==> src/rtl/square_wave_meter_pkg.sv <==
// Shared definitions for the square-wave high/low/period meter:
// FSM state encoding and the default phase-counter width.
package square_wave_meter_pkg;

    typedef enum logic [1:0] {
        IDLE = 2'd0,
        HIGH = 2'd1,
        LOW  = 2'd2
    } swm_state_e;

    localparam int unsigned SWM_DEFAULT_W = 16;

endpackage

==> src/rtl/edge_detect.sv <==
// Registers the sampled input and flags rising/falling transitions.
// Edges are suppressed until one real sample has been taken after reset.
module edge_detect (
    input  logic clk,
    input  logic reset,
    input  logic d,
    output logic rise,
    output logic fall
);

    logic d_q, d_d;
    logic primed_q, primed_d;

    always_comb begin
        d_d      = d;
        primed_d = 1'b1;
    end

    always_ff @(posedge clk) begin
        if (reset) begin
            d_q      <= 1'b0;
            primed_q <= 1'b0;
        end else begin
            d_q      <= d_d;
            primed_q <= primed_d;
        end
    end

    // A level already high at reset release is not an edge until seen low.
    assign rise = primed_q & d & ~d_q;
    assign fall = primed_q & ~d & d_q;

endmodule

==> src/rtl/square_wave_meter.sv <==
// Measures the high-phase and low-phase lengths of a square wave in clk
// cycles and reports them, plus their sum, once per complete period.
module square_wave_meter
    import square_wave_meter_pkg::*;
#(
    parameter int unsigned W = SWM_DEFAULT_W
) (
    input  logic         clk,
    input  logic         reset,
    input  logic         en,
    input  logic         wv_in,
    output logic [W-1:0] high_len,
    output logic [W-1:0] low_len,
    output logic [W:0]   period,
    output logic         meas_valid,
    output logic         ovf
);

    localparam logic [W-1:0] CNT_MAX = '1;
    localparam logic [W-1:0] CNT_ONE = {{(W-1){1'b0}}, 1'b1};

    swm_state_e   state_q, state_d;
    logic [W-1:0] cnt_q, cnt_d;
    logic [W-1:0] cap_high_q, cap_high_d;
    logic [W-1:0] high_len_q, high_len_d;
    logic [W-1:0] low_len_q, low_len_d;
    logic [W:0]   period_q, period_d;
    logic         meas_valid_q, meas_valid_d;
    logic         ovf_q, ovf_d;

    logic         rise, fall;
    logic [W-1:0] cnt_inc;

    edge_detect u_edge_detect (
        .clk   (clk),
        .reset (reset),
        .d     (wv_in),
        .rise  (rise),
        .fall  (fall)
    );

    assign cnt_inc = (cnt_q == CNT_MAX) ? CNT_MAX : cnt_q + CNT_ONE;

    always_comb begin
        state_d      = state_q;
        cnt_d        = cnt_q;
        cap_high_d   = cap_high_q;
        high_len_d   = high_len_q;
        low_len_d    = low_len_q;
        period_d     = period_q;
        meas_valid_d = 1'b0;
        ovf_d        = ovf_q;

        if (!en) begin
            state_d    = IDLE;
            cnt_d      = '0;
            cap_high_d = '0;
        end else begin
            case (state_q)
                IDLE: begin
                    if (rise) begin
                        state_d = HIGH;
                        cnt_d   = CNT_ONE;
                    end
                end
                HIGH: begin
                    if (fall) begin
                        cap_high_d = cnt_q;
                        cnt_d      = CNT_ONE;
                        state_d    = LOW;
                    end else begin
                        cnt_d = cnt_inc;
                    end
                end
                LOW: begin
                    if (rise) begin
                        high_len_d   = cap_high_q;
                        low_len_d    = cnt_q;
                        period_d     = {1'b0, cap_high_q} + {1'b0, cnt_q};
                        meas_valid_d = 1'b1;
                        cnt_d        = CNT_ONE;
                        state_d      = HIGH;
                    end else begin
                        cnt_d = cnt_inc;
                    end
                end
                default: begin
                    state_d = IDLE;
                    cnt_d   = '0;
                end
            endcase
        end

        if (cnt_d == CNT_MAX) begin
            ovf_d = 1'b1;
        end
    end

    always_ff @(posedge clk) begin
        if (reset) begin
            state_q      <= IDLE;
            cnt_q        <= '0;
            cap_high_q   <= '0;
            high_len_q   <= '0;
            low_len_q    <= '0;
            period_q     <= '0;
            meas_valid_q <= 1'b0;
            ovf_q        <= 1'b0;
        end else begin
            state_q      <= state_d;
            cnt_q        <= cnt_d;
            cap_high_q   <= cap_high_d;
            high_len_q   <= high_len_d;
            low_len_q    <= low_len_d;
            period_q     <= period_d;
            meas_valid_q <= meas_valid_d;
            ovf_q        <= ovf_d;
        end
    end

    assign high_len   = high_len_q;
    assign low_len    = low_len_q;
    assign period     = period_q;
    assign meas_valid = meas_valid_q;
    assign ovf        = ovf_q;

endmodule

==> config.mk <==
export PLATFORM = sky130hd
export DESIGN_NAME = square_wave_meter
export DESIGN_NICKNAME = d
export VERILOG_FILES = /design/src/rtl/square_wave_meter_pkg.sv /design/src/rtl/edge_detect.sv /design/src/rtl/square_wave_meter.sv
export SDC_FILE = /design/constraint.sdc
export NUM_CORES = 1
export LEC_CHECK = 0
export BUFFER_PORTS_ARGS = -buffer_cell sky130_fd_sc_hd__buf_4
export CAP_MARGIN = 30
export CELL_PAD_IN_SITES_DETAIL_PLACEMENT = 1
export CELL_PAD_IN_SITES_GLOBAL_PLACEMENT = 2
export CORE_MARGIN = 5
export CORE_UTILIZATION = 36
export DETAILED_ROUTE_END_ITERATION = 7
export PLACE_DENSITY_LB_ADDON = 0.1
export SYNTH_ARGS = -nofsm -noshare
export SYNTH_HDL_FRONTEND = slang
export SYNTH_SLANG_ARGS = --single-unit
==> constraint.sdc <==
create_clock -name clk -period 6.4 [get_ports clk]
set_input_delay 0.32 -clock clk [delete_from_list [all_inputs] [get_ports clk]]
set_output_delay 0.32 -clock clk [all_outputs]
set_load 0.005 [all_outputs]
# --- After elaboration in Yosys (flattened, before gate mapping) ---
# Cells that the tools add are included.
word_totals:
  ff_bits: 87
  inputBits: 4
  out_inout_bits: 51
  elab_cells: 44
classes:
  n_addsub: 2
  n_eq_ne: 6
  mux: 11
  n_bitwise: 8
  reduce_logical: 7
op_table:
  columns: ["op", "count"]
  rows:
  - ["16-bit 2-to-1 mux", 5]
  - ["16-bit one-hot mux with 3 select lines", 1]
  - ["16-bit == test, second input constant", 2]
  - ["16-bit by 16-bit adder with 17-bit output", 1]
  - ["16-bit by 1-bit adder with 16-bit output, second input constant", 1]
  - ["1-bit bitwise AND", 4]
  - ["2-bit 2-to-1 mux", 2]
  - ["1-bit inverter", 4]
  - ["2-bit one-hot mux with 2 select lines", 1]
  - ["2-bit AND reduction", 2]
  - ["2-bit OR reduction", 2]
  - ["3-bit AND reduction", 1]
  - ["3-bit OR reduction", 1]
  - ["2-bit by 1-bit == test with 1-bit output, second input constant", 1]
  - ["2-bit == test, second input constant", 1]
  - ["2-bit logical NOT", 1]
  - ["1-bit 2-to-1 mux", 2]
  - ["2-bit by 1-bit != test with 1-bit output, second input constant", 1]
  - ["2-bit != test, second input constant", 1]

# --- Longest topological paths before layout ---
# Gate-level depths: netlist of the first run.
logic_depth:
  depth_word: 7
  ltp_mapped: 11
  ltp_nobuf: 10

# --- Hierarchy ---
# A second synthesis of the first run with hierarchy kept.
hier_totals:
  hier_cells: 550
  hier_area_um2: 4244.1
modules_own_cells:
  columns: ["mod", "n_inst", "cells_per_inst", "area_each_um2", "seq_area_each_um2"]
  rows:
  - ["square_wave_meter", 1, 544, 4176.5, 1701.6]
  - ["edge_detect", 1, 6, 67.6, 40.0]

# --- Least setup slack after synthesis of the first run ---
# OpenSTA, ideal clock, no wires.
synth_path:
  path_kind: "reg2reg"
  startpoint: "reg cnt_q[1]"
  endpoint: "reg ovf_q (netlist: ovf)"
  setup_time_ns: 0.070
  t_arrival_ns: 2.351
  t_required_ns: 6.330
  slack_ns: 3.979
  path_stages_with_launch: 10
  n_path_buf: 1
  synth_period_minus_slack_ns: 2.421
  cell_sequence: "dfxtp_1 ha_1 nand3_1 or4_1 buf_2 or2_1 nand3_1 o211ai_1 or4b_1 o2bb2ai_1"
synth_between:
  elab_chain_len: 6
  word_cells_on_any_way: 9
  cone_classes: "add/sub: 1; eq/ne: 2; mux: 6"
synth_rtl:
  columns: ["element", "line", "text"]
  rows:
  - ["start, declared", "square_wave_meter.sv:23", "logic [W-1:0] cnt_q, cnt_d;"]
  - ["start signal, assigned", "square_wave_meter.sv:111", "cnt_q <= cnt_d;"]
  - ["16-bit by 1-bit adder with 16-bit output / 16-bit == test (equally long branches)", "square_wave_meter.sv:42", "assign cnt_inc = (cnt_q == CNT_MAX) ? CNT_MAX : cnt_q + CNT_ONE;"]
  - ["16-bit 2-to-1 mux", "square_wave_meter.sv:42", null]
  - ["16-bit 2-to-1 mux (on tied branches)", "square_wave_meter.sv:76, square_wave_meter.sv:67", null]
  - ["16-bit one-hot mux with 3 select lines *", "square_wave_meter.sv:59", "case (state_q)"]
  - ["16-bit 2-to-1 mux *", "square_wave_meter.sv:54", "if (!en) begin"]
  - ["16-bit == test *", "square_wave_meter.sv:94", "if (cnt_d == CNT_MAX) begin"]
  - ["end signal, assigned", "square_wave_meter.sv:117", "ovf_q <= ovf_d;"]
  - ["end, declared", "square_wave_meter.sv:29", "logic ovf_q, ovf_d;"]
# Mark *: on every way between the ends. The rest lies on a longest branch, timed or not.
# A chain may end at the register's enable or synchronous reset.

# --- Worst setup path after layout of the first run ---
layout_path:
  startpoint: "reg cnt_q[0]"
  endpoint: "reg ovf_q (netlist: ovf)"
# Same word-level chain as after synthesis.

==> results of run 1 <==
[critical path, delay by kind of cell, from the launching register on]
kind	cells	cell delay [ns]
flip-flops	1	0.50
AO/OA/AOI/OAI	3	0.36
adder cells (fa/ha/maj)	1	0.27
AND/OR/NAND/NOR	4	1.84
[per-layer routing]
metal | wire [um] | share of wire, % | track usage (%) | vias to the layer above
met4 | 119 | 0.91 | 4.73 | 0
li1 | - | - | - | 1968
met3 | 519 | 4.0 | 4.23 | 9
met5 | 0 | 0 | 0 | -
met2 | 6520 | 50 | 32.8 | 72
met1 | 5980 | 46 | 23.7 | 1949
[sequential cells by signal, indices dropped and copies added (netlist names), 2 cells and up]
signal / count
period: 17
high_len: 16
cnt_q: 16
low_len: 16
state_q: 2
cap_high_q: 16
[report_power, final]
group	total [mW]	switching [mW]	internal, mW
Sequential	0.545	0.00221	0.542
Combinational	0.0280	0.0209	0.00711
Clock	0.505	0.228	0.277
Total	1.08	0.251	0.827
[metrics by stage]
stage / util [%] / cell area, um^2
after CTS: 43.5 / 4960
after detailed placement: 41.0 / 4680
after global placement: 40.9 / 4670
final: 43.5 / 4960
after global routing: 43.5 / 4960
after floorplan: - / 4210
[cell usage after synthesis (2+ instances only)]
cell,instances,share of area [%]
o2bb2ai_1,2,0.42
o32ai_1,2,0.42
clkbuf_2,2,0.24
o22ai_1,6,0.89
a31oi_1,3,0.45
nor3b_1,3,0.54
o31a_1,3,0.62
nor2_1,31,2.8
clkbuf_1,20,1.8
o21a_1,5,0.89
and3_1,9,1.3
buf_1,5,0.45
inv_1,9,0.80
or4_1,2,0.36
a22oi_1,7,1.2
nand4_1,5,0.74
and2_1,2,0.30
a21o_1,5,0.89
a311o_1,2,0.48
nand3b_1,3,0.54
a41oi_1,2,0.42
nand3_1,15,1.8
nor4_1,5,0.74
o211ai_1,2,0.36
o21ai_0,16,1.9
ha_1,17,5.1
nor3_1,9,1.1
and4_1,2,0.42
a22o_1,2,0.42
a221oi_1,2,0.42
a211oi_1,5,0.89
nor2b_1,8,1.2
o31ai_1,5,0.89
buf_2,5,0.59
o21bai_1,3,0.54
nand2_1,127,11
dfxtp_1,87,41
or2_2,3,0.45
a21oi_1,73,8.7
xnor2_1,5,1.0
[logic make-up (layout without fill, tap and decap cells)]
| group | after synthesis | count (layout) | synth area share, % |
|---|---|---|---|
| AND/OR/NAND/NOR | 231 | 231 | 24.9 |
| AO/OA/AOI/OAI | 154 | 154 | 22.8 |
| flip-flops | 87 | 87 | 41.4 |
| buffers and inverters | 42 | 82 | 4.05 |
| adder cells (fa/ha/maj) | 18 | 18 | 5.53 |
| XOR/XNOR | 6 | 6 | 1.25 |
[path summary, 6_finish.rpt]
kind / startpoint / endpoint / slack (ns) / cells after the start
setup / recovery: cnt_q[0]$_SDFF_PP0_ / ovf$_SDFFE_PP0N_ / 3.37 / 8
hold / removal: wv_in / u_edge_detect.d_q$_SDFF_PP0_ / 0.25 / 2
setup reg to reg: cnt_q[0]$_SDFF_PP0_ / ovf$_SDFFE_PP0N_ / 3.37 / 8
hold reg to reg: low_len[0]$_SDFFE_PP0P_ / low_len[0]$_SDFFE_PP0P_ / 0.46 / 2
[layout make-up]
type                       count  share of cell area, %
clock buffer                  11                   4.89
clock inverter                 5                  0.857
inverter                       9                  0.681
multi-input combinational    409                   46.3
sequential                    87                   35.1
tap                          143                   3.60
timing repair buffer          57                   8.57
==> run_results.csv, run 1 <==
group,metric,value,unit
synthesis,synth_edf_count,0,
routing,dr.pass1.iters,4,
cells_and_area,final_common_cell,"nand2_1",
synthesis,synth_ff_type,"dfxtp_1",
floorplanning,core,11400,um^2
global_routing,grt_pass1_vias,4046,
timing,finalMaxSlewViolations,0,
worst_hold_path,min_path_type,"in2reg",
synthesis,ys_seq_area_share,41.4,%
routing,vias_per_cell,5.55,
synthesis,synth_warnings,0,
floorplanning,start_util,36.8,%
floorplanning,die_w,118,um
timing,tightestPinTransition,0.920,ns
cells_and_area,area_delta_synth_final,18.0,%
routing,initialDrtViolationCount,202,
timing,fin_crit_sh,47.3,%
floorplanning,io-pin-count,55,
job,maxCapViolCount,0,
critical_path,crit_chain,"ha_1 > nand3_1 > or4_1 > or2_1 > o21ai_0 > a21oi_1 > or4b_1 > o2bb2ai_1",
timing,hold_violations,0,
global_routing,grt_overflow,0,
clocking,cts_htree_levels,3,
cells_and_area,layout.cells.non_filler,721,
timing,max_slew_margin,38.7,%
timing,finalSetupViolCount,0,
power_and_ir_drop,peakVddDrop,0.000111,V
timing,rsz0062_at_grt,"no",
routing,vias,3998,
timing,tns,0,ns
place,place_ws,3.45,ns
critical_path,path_max_fanout,15,
power_and_ir_drop,power,1.08,mW
routing,detail-route-antenna-nets,0,
routing,totalWireLength,13100,um
cells_and_area,nets,595,
routing,drt-wirelength-per-cell,18.2,um
floorplanning,chipHeight,118,um
clocking,clk_latency,0.34,ns
place,dp.cells,705,
clocking,postCtsSetupRepairBufs,0,
timing,clock_skew,0.00630,ns
synthesis,syn-cell-area,4210,um^2
critical_path,worstPathArrival,3.30,ns
clocking,hold_buffers,0,
place,dpl.hpwl,9470,um
routing,drc,0,
clocking,clkTransAtPathRegs,0.06,ns
critical_path,endpoint_kind,"flip-flop",
critical_path,critical_path_class,"reg2reg",
cells_and_area,layout_common_cells,"nand2_1, dfxtp_1, a21oi_1",
synthesis,syn_nets,560,
clocking,numClockSinks,87,
synthesis,synth_cells,538,
floorplanning,num_rows,39,
clocking,cts_made_buffers,9,
timing,min_period,3.03,ns
cells_and_area,multi_input_area,2300,um^2
clocking,cts_resized,0,
synthesis,ys_ff_latch,87,
global_routing,grt_usage,18.9,%
global_routing,grt_max_degree,52,
cells_and_area,diodes,0,
clocking,ctsLongestPathBuffers,2,
clocking,cts_root_buffer,"clkbuf_16",
synthesis,ys_types,59,
floorplanning,die_area,13900,um^2
global_routing,grt_pass1_wl,21600,um
cells_and_area,drive_gt1_share,13.7,%
critical_path,critPathMaxStageDelay,0.82,ns
status,status,"completed",
power_and_ir_drop,power_leakage,1.85,nW
cells_and_area,regArea,1740,um^2
cells_and_area,fillCellCount,1399,
synthesis,syn_area_per_cell,7.82,um^2
timing,setup_ws,3.37,ns
global_routing,grt_antenna_before_repair,0,
clocking,cts_tree,"yes",
timing,fmax,330,MHz
critical_path,critical_path.startpoint_type,"flip-flop",
synthesis,async_flop_share,0,%
critical_path,cp_slowest_cell,"or4_1",
timing,finalHoldWorstSlack,0.252,ns
place,port_buffers,54,
critical_path,crit_required,6.67,ns
power_and_ir_drop,p_per_area,217,nW/um^2
place,place_congestion,0.840,
Note: power is estimated with default switching activity, not from simulation.
==> run 2, diff against run 1 <==
ABC_AREA = 1   (was unset)
CORE_UTILIZATION = 32   (was 36)
clock period = 3 ns   (was 6.4 ns; I/O delays follow)
==> run 2 against run 1 <==
Die area increased by 13%; non-clock buffer count up 4; hold slack got worse by 0.21 ns; via count up 4.1%; sequential power rose by 110%; largest power group is now clock; register-to-register slack got worse by 2.6 ns; first-iteration DRC count decreased by 4.5%; clock power grew 130%; utilization is 4.3 points lower; routed wire length up 3.3%; largest cell class unchanged; clock skew is essentially flat.
==> run_results.csv, run 2 <==
group,metric,value,unit
synthesis,synthTopCellsByCount,"nand2_1, nor2_1, dfxtp_1",
place,place_congestion,0.861,
clocking,postCtsSetupRepairBufs,0,
floorplanning,num_rows,42,
timing,fin_crit_sh,73.1,%
critical_path,crit_buf_inv,1,
floorplanning,chipHeight,126,um
cells_and_area,nets,686,
timing,tns,0,ns
floorplanning,io-pin-count,55,
clocking,ctsLongestPathBuffers,2,
synthesis,synth_area_leader_cell,"dfxtp_1",
floorplanning,start_util,32.5,%
critical_path,worstPathArrival,2.44,ns
clocking,numClockSinks,87,
synthesis,ys_seq_area_share,40.7,%
synthesis,synth_cells,616,
job,maxCapViolCount,0,
timing,max_slew_margin,55.6,%
synthesis,async_flop_share,0,%
clocking,cts_resized,0,
synthesis,synth.most_common_cell,"nand2_1",
power_and_ir_drop,peakVddDrop,0.000240,V
routing,vias,4163,
synthesis,synth_area_leaders,"dfxtp_1, nand2_1, o21ai_0",
timing,rsz0062_at_grt,"no",
clocking,clk_latency,0.35,ns
critical_path,path_max_fanout,6,
floorplanning,die_w,126,um
routing,detail-route-antenna-nets,0,
clocking,cts_root_buffer,"clkbuf_16",
synthesis,syn_area_per_cell,6.95,um^2
cells_and_area,fillCellCount,1694,
timing,min_period,2.19,ns
routing,vias_per_cell,4.94,
place,port_buffers,54,
power_and_ir_drop,power_leakage,2.44,nW
worst_hold_path,hp-start,"wv_in",
clocking,cts_htree_levels,3,
critical_path,reg2reg_to,"period[9]$_SDFFE_PP0P_",
cells_and_area,multi_input_area,2230,um^2
critical_path,crit_required,3.24,ns
power_and_ir_drop,power,2.39,mW
power_and_ir_drop,p_per_area,462,nW/um^2
timing,tightestPinTransition,0.666,ns
critical_path,cp_slowest_cell,"dfxtp_1",
worst_hold_path,min_path_cells,3,
timing,clock_skew,0.00647,ns
critical_path,crit_chain,"ha_1 > a21oi_1 > nand2_1 > a21boi_0 > o21ai_0 > a21oi_1 > xnor2_1 > o21ai_0 > inv_1",
synthesis,synth_edf_count,0,
cells_and_area,drive_gt1_share,13.2,%
global_routing,grt_overflow,0,
synthesis,syn_nets,638,
routing,initialDrtViolationCount,193,
critical_path,r2r-start,"cnt_q[2]$_SDFF_PP0_",
cells_and_area,diodes,0,
worst_hold_path,min_path_type,"in2reg",
synthesis,ys_types,33,
timing,finalSetupViolCount,0,
routing,totalWireLength,13600,um
critical_path,endpoint_kind,"flip-flop",
place,dpl.hpwl,10300,um
synthesis,synth_top_cell_area_share,40.7,%
clocking,clkTransAtPathRegs,0.06,ns
worst_hold_path,hold_end,"u_edge_detect.d_q$_SDFF_PP0_",
global_routing,grt_max_degree,37,
global_routing,grt_antenna_before_repair,0,
synthesis,ys_ff_latch,87,
cells_and_area,final_common_cell,"nand2_1",
floorplanning,die_area,15800,um^2
synthesis,synth_ff_type,"dfxtp_1",
cells_and_area,area_delta_synth_final,20.8,%
timing,fmax,456,MHz
global_routing,grt_usage,17.7,%
critical_path,critical_path_class,"reg2reg",
critical_path,critPathMaxStageDelay,0.45,ns
synthesis,syn-cell-area,4280,um^2
routing,drt-wirelength-per-cell,16.1,um
clocking,hold_buffers,0,
critical_path,ff2ff_path_depth,9,
routing,dr.pass1.iters,4,
global_routing,grt_pass1_vias,4337,
synthesis,synth_warnings,0,
cells_and_area,layout_common_cells,"nand2_1, nor2_1, dfxtp_1",
timing,finalMaxSlewViolations,0,
clocking,cts_tree,"yes",
timing,hold_violations,0,
clocking,cts_made_buffers,9,
critical_path,crit_family,"compound AO/OA/AOI/OAI gates",
routing,drc,0,
status,status,"completed",
critical_path,critical_path.startpoint_type,"flip-flop",
critical_path,ff2ff_setup_slack,0.81,ns
global_routing,grt_pass1_wl,22500,um
cells_and_area,largest_reg_flops,17,
cells_and_area,regArea,1740,um^2
floorplanning,core,13200,um^2
[run 2: cell count changes after synthesis, sizes merged, moves of 9 or more]
cell | before | now
and3 | 9 | 0
nor2 | 31 | 108
nand3 | 16 | 31
inv | 9 | 58
o21ai | 16 | 80
a21oi | 73 | 54
[run 2: worst max-delay path by stage]
| stage | startpoint | cells after the start | endpoint |
|---|---|---|---|
| floorplan | cnt_q[0]$_SDFF_PP0_ | 10 | period[10]$_SDFFE_PP0P_ |
| global route | cnt_q[0]$_SDFF_PP0_ | 9 | period[8]$_SDFFE_PP0P_ |
| global placement | cnt_q[2]$_SDFF_PP0_ | 9 | period[9]$_SDFFE_PP0P_ |
| finish | cnt_q[2]$_SDFF_PP0_ | 9 | period[9]$_SDFFE_PP0P_ |
| detailed placement | cnt_q[2]$_SDFF_PP0_ | 9 | period[9]$_SDFFE_PP0P_ |
| CTS | cnt_q[2]$_SDFF_PP0_ | 9 | period[9]$_SDFFE_PP0P_ |
[run 2: routing by layer]
| layer | routed length (um) | share of wire [%] | GRT usage, % |
|---|---|---|---|
| met4 | 276 | 2.0 | 6.57 |
| met5 | 0 | 0 | 0 |
| met3 | 418 | 3.1 | 2.96 |
| met1 | 6500 | 48 | 23.2 |
| met2 | 6360 | 47 | 29.4 |
[run 2: cell families (layout without fill, tap and decap cells)]
kind of cell | Yosys count | in the layout | share of synthesized area, %
AOI/OAI and AO/OA | 145 | 145 | 17.8
xor gates and xnor gates | 14 | 14 | 2.86
adders and majority gates | 18 | 18 | 5.43
buffers and inverters | 82 | 133 | 7.33
DFF | 87 | 87 | 40.7
and+or+nand+nor | 270 | 270 | 25.9
[run 2: power breakdown]
part           internal [mW]  switching (mW)
combinational         0.0117          0.0442
clock                  0.719           0.454
sequential              1.16         0.00220
[run 2: area by class of cell]
type	count	share of cell area [%]
clock buffers	10	4.43
clock inverters	4	1.40
inverters	58	4.21
multi-input cells	447	43.2
flip-flops and latches	87	33.7
well taps	176	4.26
repair buffers	61	8.85
[run 2: worst min-delay path: stages]
cell and delay [ns]:
buf_4 0.09, inv_1 0.04, nor2_1 0.07
[run 2: metrics by stage]
step / worst slack, ns / std cells / area, um^2 / util, % / hold slack [ns]
4_1_cts: 0.815 / 843 / 5170 / 39.2 / 0.0357
3_5_place_dp: 0.821 / 829 / 4870 / 36.9 / 0.396
5_1_grt: 0.584 / 843 / 5170 / 39.2 / 0.0596
2_1_floorplan: 1.09 / 616 / 4280 / - / 0.275
3_3_place_gp: 0.788 / 829 / 4870 / 36.9 / 0.386
6_report: 0.806 / 843 / 5170 / 39.2 / 0.0445
